<file path="src/rtl/kogge_pipe_addsub.sv">
// kogge_pipe_addsub: pipelined Kogge-Stone signed add/sub with saturation and valid/ready flow control.
module kogge_pipe_addsub #(
  parameter int WIDTH = 16,
  parameter int REG_EVERY = 2
) (
  input  logic             clk,
  input  logic             rst,
  input  logic             in_valid,
  output logic             in_ready,
  input  logic [WIDTH-1:0] a,
  input  logic [WIDTH-1:0] b,
  input  logic             cin,
  input  logic             sub,
  input  logic             sat,
  output logic             out_valid,
  input  logic             out_ready,
  output logic [WIDTH-1:0] sum,
  output logic             cout,
  output logic             ovf
);
  localparam int LEVELS = $clog2(WIDTH);
  typedef struct packed {
    logic [WIDTH-1:0] g;
    logic [WIDTH-1:0] p;
    logic [WIDTH-1:0] h;
    logic             c;
    logic             s;
    logic             m;
    logic             v;
  } st_t;
  logic adv;
  logic [WIDTH-1:0] ra, rb;
  logic rc, rs, rv;
  st_t n0, f;
  logic [WIDTH-1:0] raw;
  logic co, ov;
  assign adv = !out_valid | out_ready;
  assign in_ready = adv;
  always_ff @(posedge clk or posedge rst)
    if (rst) {ra, rb, rc, rs, rv} <= '0;
    else if (adv) begin
      rv <= in_valid;
      ra <= a;
      rb <= sub ? ~b : b;
      rc <= sub | cin;
      rs <= sat;
    end
  // carry-in is folded into bit 0's generate so the prefix tree needs only clog2(WIDTH) levels
  assign n0 = '{g: (ra & rb) | WIDTH'(rc & (ra[0] ^ rb[0])), p: ra ^ rb, h: ra ^ rb,
                c: rc, s: rs, m: ra[WIDTH-1], v: rv};
  genvar l;
  for (l = 1; l <= LEVELS; l++) begin : lv
    localparam int D = 1 << (l - 1);
    st_t pv, cmb, q;
    if (l == 1) begin : f0
      assign pv = n0;
    end else begin : fn
      assign pv = lv[l-1].q;
    end
    always_comb begin
      cmb = pv;
      for (int i = D; i < WIDTH; i++) begin
        cmb.g[i] = pv.g[i] | (pv.p[i] & pv.g[i-D]);
        cmb.p[i] = pv.p[i] & pv.p[i-D];
      end
    end
    if (l % REG_EVERY == 0 && l != LEVELS) begin : r
      always_ff @(posedge clk or posedge rst)
        if (rst) q <= '0;
        else if (adv) q <= cmb;
    end else begin : c
      assign q = cmb;
    end
  end
  assign f = lv[LEVELS].q;
  assign raw = f.h ^ {f.g[WIDTH-2:0], f.c};
  assign co = f.g[WIDTH-1];
  assign ov = f.g[WIDTH-1] ^ f.g[WIDTH-2];
  always_ff @(posedge clk or posedge rst)
    if (rst) {out_valid, sum, cout, ovf} <= '0;
    else if (adv) begin
      out_valid <= f.v;
      sum <= (f.s & ov) ? {f.m, {(WIDTH-1){~f.m}}} : raw;
      cout <= co;
      ovf <= ov;
    end
endmodule

</file>
<file path="config.mk">
export PLATFORM = sky130hd
export DESIGN_NAME = kogge_pipe_addsub
export DESIGN_NICKNAME = d
export VERILOG_FILES = /design/src/rtl/kogge_pipe_addsub.sv
export SDC_FILE = /design/constraint.sdc
export NUM_CORES = 1
export LEC_CHECK = 0
export CAP_MARGIN = 20
export CORE_MARGIN = 2
export CORE_UTILIZATION = 50
export DETAILED_ROUTE_END_ITERATION = 8
export PLACE_DENSITY_LB_ADDON = 0.08
export SKIP_CTS_REPAIR_TIMING = 1
export SYNTH_ARGS = -nofsm -noshare
export SYNTH_HDL_FRONTEND = slang
export SYNTH_SLANG_ARGS = --single-unit
</file>
<file path="constraint.sdc">
create_clock -name clk -period 3.1 [get_ports clk]
set_input_delay 0.465 -clock clk [delete_from_list [all_inputs] [get_ports clk]]
set_output_delay 0.465 -clock clk [all_outputs]
set_load 0.005 [all_outputs]
</file>
# Word-level counts from Yosys, hierarchy flattened
# Index checks and enable logic that the tools add are counted.
# word_totals
out_inout_bits	20
register_bits	106
wordCells	166
inputBits	39
# classes
n_reduce_logical	1
n_bitwise	147
muxes	2
# ops
op	count
$and 1x1->1	88
$or 1x1->1	51
$mux 16	2
$xor 16x16->16	2
$and 16x16->16	1
$not 16->16	1
$or 16x1->16	1
$xor 1x1->1	2
$logic_not 1->1	1
$not 1->1	1

# Longest topological paths before layout
# Gate-level depths: netlist of the first run.
# logic_depth
word_depth	7
depth_mapped	7
ltp_nobuf	6

# Least setup slack after synthesis of the first run
# Ideal clock, no wire load.
# synth_timing
kind	register to register
from	register, netlist name f[39]
to	register sum[4]
path_buffers	2
setup_ns	0.126
t_arrival_ns	1.564
required_ns	2.974
stages_incl_launch_ff	8
path_slack_ns	1.410
cell_sequence	dfrtp_1 > a21oi_4 > o21ai_4 > xor2_2 > and3_1 > buf_6 > buf_6 > a221o_1
# synth_between
elab_chain_cells	7
# synth_lines
item	line_no	text
$and 1x1->1	63	cmb.g[i] = pv.g[i] | (pv.p[i] & pv.g[i-D]);
$or 1x1->1	63	
$and 1x1->1	63	
$or 1x1->1	63	
$xor 1x1->1	78	assign ov = f.g[WIDTH-1] ^ f.g[WIDTH-2];
$and 1x1->1	83	sum <= (f.s & ov) ? {f.m, {(WIDTH-1){~f.m}}} : raw;
$mux 16 *	83	
end signal, assigned	83	
end, declared	17	output logic [WIDTH-1:0] sum,
# Every way passes the cells marked *; elsewhere a longest branch is shown, timed or not.
# A chain may end at the register's enable or synchronous reset.

# Worst setup path in the final report of the first run
# layout_timing
from	input port out_ready
to	output port in_ready
# layout_between
elab_chain_cells	1
# layout_lines
item	line_no	text
start, declared	16	input logic out_ready,
$or 1x1->1	37	assign adv = !out_valid | out_ready;
end, declared	9	output logic in_ready,
# No other way between the ends.

==> results of run 1 <==
[tightest hold or removal path, stage by stage (launching register included)]
cell and delay (ns):
dfrtp_1 0.35, nand2_1 0.05, nand2_1 0.05
[stage by stage]
step	setup slack [ns]	hold slack, ns	util, %	instance area [sq um]	total power, uW
after floorplan	1.41	0.430	-	4670	3650
after global placement	0.876	0.450	58.2	5330	4290
after detailed placement	0.879	0.450	58.2	5330	4350
after CTS	0.897	0.485	60.5	5530	5230
after global routing	0.884	0.513	60.5	5530	5590
final	0.918	0.473	60.5	5530	5180
[kinds of logic after synthesis]
| kind of cell | count (synthesis) | synth area share, % |
|---|---|---|
| AND/OR/NAND/NOR | 185 | 15.5 |
| AO/OA/AOI/OAI | 109 | 15.9 |
| XOR/XNOR | 34 | 6.55 |
| adder cells (fa/ha/maj) | 16 | 4.29 |
| flip-flops | 102 | 54.7 |
| buffers and inverters | 31 | 3.09 |
[state kept, by name, indices dropped and copies added, names as in the netlist, 16 cells and up]
register	count
f	24
lv.q	24
ra	16
rb	16
sum	16
[power by group through the flow]
| stage | Combinational [uW] | Sequential (uW) | Clock (uW) |
|---|---|---|---|
| after floorplan | 1490 | 2160 | 0 |
| after global placement | 2080 | 2210 | 0 |
| after detailed placement | 2120 | 2230 | 0 |
| after CTS | 2130 | 2210 | 893 |
| after global routing | 2360 | 2280 | 948 |
| final | 2100 | 2200 | 872 |
[layout make-up]
cell class | instances | area [sq um] | share of cell area [%]
timing repair buffer | 63 | 643 | 11.6
clock inverter | 7 | 80.1 | 1.45
clock buffer | 9 | 124 | 2.24
multi-input combinational | 344 | 1970 | 35.6
sequential | 102 | 2550 | 46.1
inverter | 6 | 26.3 | 0.475
tap | 111 | 139 | 2.51
[how the worst min path moves through the flow]
stage          cells past startpoint               endpoint              start
2_1_floorplan                      2       f[0]$_DFFE_PP0P_   f[0]$_DFFE_PP0P_
3_3_place_gp                       2       f[0]$_DFFE_PP0P_   f[0]$_DFFE_PP0P_
3_5_place_dp                       1  out_valid$_DFFE_PP0P_   f[0]$_DFFE_PP0P_
4_1_cts                            2       f[0]$_DFFE_PP0P_   f[0]$_DFFE_PP0P_
5_1_grt                            2      ra[0]$_DFFE_PP0P_  ra[0]$_DFFE_PP0P_
6_report                           2       f[0]$_DFFE_PP0P_   f[0]$_DFFE_PP0P_
[metal layers]
layer	vias to the layer above	wire, um	global-route usage (%)	part of all wire [%]
li1	1698	-	-	-
met2	72	3990	29.3	44
met1	1609	4600	28.8	51
met4	0	70	5.69	0.78
met3	6	330	2.70	3.7
met5	-	0	0	0
[layout by cell type, fill, tap and decap left out, drive strengths merged]
cell type,synthesis,final
dfrtp,102,102
o21ai,36,36
inv,6,9
clkdlybuf4s50,0,58
o21bai,2,2
a221o,16,16
o21a,4,4
o31ai,4,4
clkinvlp,0,2
nand4,1,1
clkinv,0,1
nand3,7,7
o211ai,4,4
xnor2,24,24
nand3b,1,1
buf,12,5
nor2,17,17
a21oi,28,28
a21o,12,12
nand2b,1,1
ha,16,16
bufinv,0,1
a31oi,2,2
nand2,155,155
a211oi,1,1
and2b,1,1
and3,2,2
clkbuf,13,9
xor2,10,10
==> run_results.csv, run 1 <==
group,metric,value,unit
power,combPwrFrac,40.6,%
power,cellPowerDensity,935,mW/mm^2
synthesis,syn_nets,532,
setup_path,r2r_slack,1.17,ns
job,cap_violations,0,
floorplan,start_util,51.0,%
synthesis,async_flop_share,100,%
outcome,run_status,"complete, no violations",
grt,grt_use_total,19.2,%
power,p_leak,0.00258,uW
timing,rsz0062_at_grt,"false",
floorplan,io_pins,59,
synthesis,yosys_warnings,0,
setup_path,cp_slowest_stage_delay,0.51,ns
power,power_frac_clock,16.8,%
timing,layout_min_cycle_time,2.18,ns
setup_path,critPathBufInv,3,
timing,drv_slew,0,
grt,grt_overflow_total,0,
timing,slew_headroom,52.2,%
final_layout,n_antenna_cell,0,
routing,first_pass_iters,4,
grt,grt_max_degree,77,
synthesis,ys_types,34,
floorplan,die_area,0.0101,sq mm
floorplan,fp.dieW,101,um
setup_path,start_kind,"primary input",
floorplan,core-area,0.00915,sq mm
synthesis,synth-edff-count,0,
grt,grt_pass1_vias,3217,
cts,cts_tree,"yes",
routing,final_antenna_net_count,0,
setup_path,path_depth,4,
synthesis,synth_area_leaders,"dfrtp_1 (55%), nand2_1 (12%), xnor2_1 (4.5%), ha_1 (4.3%), a221o_1 (3.4%)",
floorplan,die_h,101,um
setup_path,critPathCapture,"in_ready",
setup_path,worstSetupStartpoint,"out_ready",
worst_hold_path,hold_path_class,"reg -> reg",
setup_path,rr_worst_depth,5,
synthesis,yosys.area.top_type,"dfrtp_1",
synthesis,synth_flop_cell,"dfrtp_1",
synthesis,synth_common_cells,"nand2_1 (155), dfrtp_1 (102), o21ai_1 (28)",
floorplan,rows,35,
timing,final_hold_viol_count,0,
cts,clk_pin_slew,0.10,ns
final_layout,fin_nets,581,
placed_design,place_congestion,0.770,
cts,cts_root_buf,"clkbuf_8",
setup_path,required,2.63,ns
setup_path,crit_fanout,4,
placed_design,dp.cells,626,
final_layout,drive_gt1_share,5.84,%
grt,grt_pass1_wl,15500,um
grt,antenna_found_initial,0,
synthesis,ys_seq_area_share,54.7,%
setup_path,r2r_end,"sum[7]$_DFFE_PP0P_",
timing,worst_slew_pin_slew,0.717,ns
placed_design,dp_hpwl,6160,um
cts,h-tree-depth,3,
synthesis,synthMostInstantiatedCell,"nand2_1",
timing,max_freq,458,MHz
setup_path,crit_path_end_kind,"primary output",
power,swShare,37.0,%
final_layout,final_cells,642,
final_layout,area_growth,18.7,%
setup_path,path_cells,"clkdlybuf4s50_1, and2b_4, inv_2, clkdlybuf4s50_1",
synthesis,synth_seq_cells,102,
timing,clock_skew,0.0138,ns
setup_path,cp.arrival,1.72,ns
synthesis,syn-cell-area,0.00466,sq mm
routing,wl_per_cell,14.0,um
timing,period_share,70.4,%
cts,numCtsBuffers,9,
setup_path,r2r-start,"f[39]$_DFFE_PP0P_",
power,peakVddDrop,0.000378,V
synthesis,avgSynthCellArea,9.78,sq um
synthesis,synth_top_cell_area_share,54.7,%
placed_design,io_buffers,58,
routing,drt_iter0_drc,149,
cts,clock_latency,0.36,ns
routing,drc,0,
timing,setup_viol_count_final,0,
setup_path,cpMaxStageDelayCell,"clkdlybuf4s50_1",
routing,drt_wl_total,8990,um
power,power.internal,3260,uW
routing,vias,3385,
final_layout,nFillCells,789,
power,pwr-share-seq,42.5,%
timing,setup_tns,0,ns
cts,clk_path_buf_depth,2,
setup_path,crit_type,"in -> out",
cts,clock-sinks,102,
routing,via_per_inst,5.27,
power,p_sw,1910,uW
setup_path,crit_top_cell,"clkdlybuf4s50_1",
setup_path,cpLargestDelayFamily,"buffers and inverters",
synthesis,synthCells,477,
(Power assumes the default switching activity.)
==> run 2: changes to the inputs <==
--- a/config.mk
+++ b/config.mk
@@ -7,7 +7,7 @@
 export LEC_CHECK = 0
 export CAP_MARGIN = 20
 export CORE_MARGIN = 2
-export CORE_UTILIZATION = 50
+export CORE_UTILIZATION = 55
 export DETAILED_ROUTE_END_ITERATION = 8
 export PLACE_DENSITY_LB_ADDON = 0.08
 export SKIP_CTS_REPAIR_TIMING = 1
==> constraint.sdc (replaced) <==
create_clock -name clk -period 2.05 [get_ports clk]
set_input_delay 0.3075 -clock clk [delete_from_list [all_inputs] [get_ports clk]]
set_output_delay 0.3075 -clock clk [all_outputs]
set_load 0.005 [all_outputs]
==> run 2 against run 1 <==
Compared with the run above: flip-flop and latch count is the same; hold slack lost 0.14 ns; cell count shrank 0.16%; cell area grew 0.84%; critical endpoint unchanged; largest cell class unchanged; highest routed layer unchanged.
==> run_results.csv, run 2 (same netlist as run 1, synthesis figures left out) <==
group,metric,value,unit
outcome,run_status,"complete, no violations",
timing,fin_ws,0.150,ns
final_layout,fin_nets,586,
grt,antenna_found_initial,0,
cts,numCtsBuffers,9,
timing,layout_min_cycle_time,1.90,ns
placed_design,place_congestion,0.777,
floorplan,io_pins,59,
power,p_total,7920,uW
setup_path,cp_slowest_stage_delay,0.51,ns
floorplan,rows,33,
final_layout,area_growth,19.7,%
cts,clk_pin_slew,0.09,ns
grt,grt_pass1_wl,15700,um
setup_path,crit_fanout,7,
floorplan,core-area,0.00822,sq mm
floorplan,fp.dieW,96.1,um
cts,clock-sinks,102,
setup_path,required,1.74,ns
final_layout,nFillCells,703,
setup_path,crit_top_cell,"clkdlybuf4s50_1",
timing,setup_viol_count_final,0,
setup_path,r2r-start,"f[39]$_DFFE_PP0P_",
timing,final_hold_viol_count,0,
setup_path,start_kind,"primary input",
final_layout,final_cell_mix,"nand2_1 (155), dfrtp_1 (102), clkdlybuf4s50_1 (58)",
setup_path,rr_worst_depth,5,
routing,drt_iter0_drc,150,
floorplan,start_util,56.8,%
power,p_leak,0.00261,uW
setup_path,cpMaxStageDelayCell,"clkdlybuf4s50_1",
power,cellPowerDensity,1420,mW/mm^2
timing,rsz0062_at_grt,"false",
timing,slew_headroom,64.2,%
setup_path,crit_path_end_kind,"primary output",
timing,fin_hold_ws,0.334,ns
final_layout,final_common_cell,"nand2_1",
cts,h-tree-depth,3,
routing,via_per_inst,5.28,
placed_design,io_buffers,58,
setup_path,r2r_end,"sum[1]$_DFFE_PP0P_",
final_layout,regArea,0.00255,sq mm
routing,vias,3384,
cts,cts_tree,"yes",
final_layout,n_antenna_cell,0,
timing,max_freq,526,MHz
floorplan,die_h,96.1,um
setup_path,cpLargestDelayFamily,"buffers and inverters",
routing,wl_per_cell,14.4,um
timing,worst_slew_pin_slew,0.536,ns
cts,clock_latency,0.37,ns
cts,clk_path_buf_depth,2,
grt,grt_use_total,22.1,%
final_layout,final_cells,641,
power,peakVddDrop,0.000544,V
timing,setup_tns,0,ns
timing,drv_slew,0,
setup_path,r2r_slack,0.19,ns
placed_design,dp_hpwl,6460,um
routing,drt_wl_total,9210,um
final_layout,multi_input_area,0.00197,sq mm
routing,final_antenna_net_count,0,
grt,grt_overflow_total,0,
timing,period_share,92.7,%
placed_design,post-place-ws,0.0693,ns
timing,clock_skew,0.00829,ns
placed_design,dp.cells,625,
setup_path,critPathBufInv,3,
cts,cts_root_buf,"clkbuf_8",
worst_hold_path,hold_path_class,"in -> async",
job,cap_violations,0,
routing,first_pass_iters,4,
setup_path,path_cells,"clkdlybuf4s50_1, and2b_4, inv_2, clkdlybuf4s50_1",
routing,drc,0,
grt,grt_max_degree,56,
setup_path,cp.arrival,1.59,ns
final_layout,drive_gt1_share,6.72,%
floorplan,die_area,0.00923,sq mm
setup_path,crit_type,"in -> out",
grt,grt_pass1_vias,3228,
## run 2: cell types whose count changed in the layout (fill, tap and decap cells not counted)
cell      change
inv_8         -1
clkinv_2      +1
inv_6         -2
buf_12        +1
buf_4         +4
clkbuf_8      +2
## run 2: worst max-delay path by stage
stage	start	endpoint	slack [ns]	cells after the start
after floorplan	f[39]$_DFFE_PP0P_	sum[4]$_DFFE_PP0P_	0.36	7
after global placement	out_ready	lv[2].q[42]$_DFFE_PP0P_	0.10	5
after detailed placement	out_ready	sum[15]$_DFFE_PP0P_	0.07	5
after CTS	out_ready	in_ready	0.13	4
after global routing	out_valid$_DFFE_PP0P_	in_ready	0.08	3
final	out_ready	in_ready	0.15	4
## run 2: power breakdown
group	internal, uW	switching (uW)	leakage (uW)
clock network	632	696	0.000106
registers	2800	541	0.00125
logic	1590	1660	0.00126
## run 2: per-layer routing
metal / vias up / part of all wire (%) / GRT usage [%]
met1: 1592 / 50 / 32.6
met5: - / 0 / 0
met2: 69 / 45 / 33.0
li1: 1713 / - / -
met3: 10 / 3.7 / 4.78
met4: 0 / 1.6 / 6.55
## run 2: cell type report
| type | count | share of cell area, % |
|---|---|---|
| flip-flops and latches | 102 | 45.7 |
| multi-input cells | 344 | 35.3 |
| repair buffers | 68 | 12.4 |
| clock buffers | 11 | 2.71 |
| well taps | 105 | 2.35 |
| clock inverters | 5 | 1.01 |
| inverters | 6 | 0.471 |
## run 2: through the flow
step | utilization (%) | cell area, sq um
finish | 67.9 | 5580
global route | 67.9 | 5580
CTS | 67.9 | 5580
detailed placement | 65.4 | 5370
global placement | 65.4 | 5370
floorplan | - | 4670
==> run 3: changes to the inputs <==
--- a/config.mk
+++ b/config.mk
@@ -7,7 +7,8 @@
 export LEC_CHECK = 0
 export CAP_MARGIN = 20
 export CORE_MARGIN = 2
-export CORE_UTILIZATION = 55
+export CORE_UTILIZATION = 57
+export CTS_BUF_LIST = sky130_fd_sc_hd__clkbuf_8
 export DETAILED_ROUTE_END_ITERATION = 8
 export PLACE_DENSITY_LB_ADDON = 0.08
 export SKIP_CTS_REPAIR_TIMING = 1
==> run 3 against run 2 <==
Compared with the run above: hold slack improved by 0.095 ns; first-iteration DRC count increased by 80%; clock-buffer cell count decreased by 2; non-clock buffer count decreased by 1; setup slack improved by 0.021 ns; die area decreased by 3.4%; clock power increased by 7%; critical endpoint unchanged; largest cell class unchanged; largest power group unchanged.
==> run_results.csv, run 3 (same netlist as run 1, synthesis figures left out) <==
group,metric,value,unit
final_layout,nFillCells,633,
floorplan,start_util,59.7,%
timing,final_hold_viol_count,0,
power,cellPowerDensity,1430,mW/mm^2
final_layout,final_area,0.00559,sq mm
routing,drt_wl_total,8900,um
final_layout,final_common_cell,"nand2_1",
timing,max_freq,532,MHz
placed_design,placed_area,0.00536,sq mm
power,p_leak,0.00261,uW
placed_design,place_congestion,0.754,
cts,numCtsBuffers,9,
timing,clock_skew,0.0118,ns
placed_design,dp_hpwl,6250,um
setup_path,required,1.74,ns
floorplan,rows,32,
setup_path,start_kind,"primary input",
setup_path,rr_worst_depth,5,
final_layout,final_cells,637,
routing,wl_per_cell,14.0,um
power,peakVddDrop,0.000489,V
outcome,run_status,"complete, no violations",
cts,clock_latency,0.36,ns
timing,drv_slew,0,
routing,first_pass_iters,4,
routing,via_per_inst,5.35,
timing,slew_headroom,63.7,%
grt,grt_pass1_wl,15600,um
timing,layout_min_cycle_time,1.88,ns
placed_design,io_buffers,58,
grt,grt_max_degree,103,
timing,worst_slew_pin_slew,0.545,ns
cts,clk_pin_slew,0.10,ns
routing,final_antenna_net_count,0,
final_layout,regArea,0.00255,sq mm
final_layout,multi_input_area,0.00197,sq mm
floorplan,die_h,94.5,um
timing,period_share,91.7,%
floorplan,io_pins,59,
grt,grt_overflow_total,0,
job,cap_violations,0,
worst_hold_path,hold_path_class,"in -> async",
timing,setup_tns,0,ns
setup_path,crit_type,"in -> out",
final_layout,drive_gt1_share,6.54,%
placed_design,dp.cells,621,
cts,clk_path_buf_depth,2,
routing,drc,0,
floorplan,die_area,0.00892,sq mm
setup_path,crit_path_end_kind,"primary output",
setup_path,crit_fanout,7,
final_layout,final_cell_mix,"nand2_1 (155), dfrtp_1 (102), clkdlybuf4s50_1 (58)",
cts,cts_root_buf,"clkbuf_8",
cts,h-tree-depth,3,
cts,clock-sinks,102,
cts,cts_tree,"yes",
setup_path,cp.arrival,1.57,ns
final_layout,fin_nets,585,
floorplan,fp.dieW,94.5,um
final_layout,area_growth,19.9,%
final_layout,n_antenna_cell,0,
floorplan,core-area,0.00781,sq mm
timing,setup_viol_count_final,0,
grt,antenna_found_initial,0,
timing,rsz0062_at_grt,"false",
routing,vias,3409,
grt,grt_use_total,22.1,%
routing,drt_iter0_drc,270,
grt,grt_pass1_vias,3251,
[run 3: cell types whose count changed in the layout (fill, tap and decap cells not counted)]
cell / previous run / this run
clkbuf_8: 11 / 9
clkinv_2: 2 / 0
buf_4: 7 / 6
inv_8: 0 / 1
clkinv_4: 0 / 2
bufinv_16: 1 / 2
[run 3: worst max-delay path: stages]
cell and delay (ns):
clkdlybuf4s50_1 0.46, and2b_4 0.22, inv_2 0.09, clkdlybuf4s50_1 0.50
[run 3: final timing paths]
kind | startpoint | to | slack [ns]
setup / recovery | out_ready | in_ready | 0.17
hold / removal | rst | ovf$_DFFE_PP0P_ | 0.43
setup reg to reg | f[39]$_DFFE_PP0P_ | sum[8]$_DFFE_PP0P_ | 0.18
hold reg to reg | ra[2]$_DFFE_PP0P_ | ra[2]$_DFFE_PP0P_ | 0.48
max in group asynchronous | rst | lv[2].q[43]$_DFFE_PP0P_ | 1.19
min in group clk | a[2] | ra[2]$_DFFE_PP0P_ | 0.46
[run 3: routing by layer]
| layer | global-route usage [%] | routed length (um) | part of all wire, % |
|---|---|---|---|
| met3 | 3.19 | 405 | 4.5 |
| met2 | 33.5 | 4060 | 46 |
| met4 | 6.88 | 115 | 1.3 |
| met1 | 33.3 | 4320 | 49 |
| met5 | 0 | 0 | 0 |
[run 3: per-stage QoR]
stage               total power (uW)  util, %  setup slack, ns  hold WS, ns
floorplan                       5520        -            0.360        0.420
finish                          7980     71.6            0.171        0.429
detailed placement              6610     68.7           0.0576        0.460
CTS                             8030     71.6            0.152        0.453
global route                    8600     71.6           0.0653        0.460
global placement                6490     68.7           0.0980        0.448
[run 3: cell type report]
type	count	area share (%)
flip-flops and latches	102	45.7
multi-input cells	344	35.2
repair buffers	67	12.3
well taps	102	2.28
clock buffers	9	2.22
clock inverters	7	1.88
inverters	6	0.470
[run 3: power breakdown]
part,internal (uW),switching (uW)
sequential,2800,536
clock,705,720
combinational,1590,1630
total,5100,2890
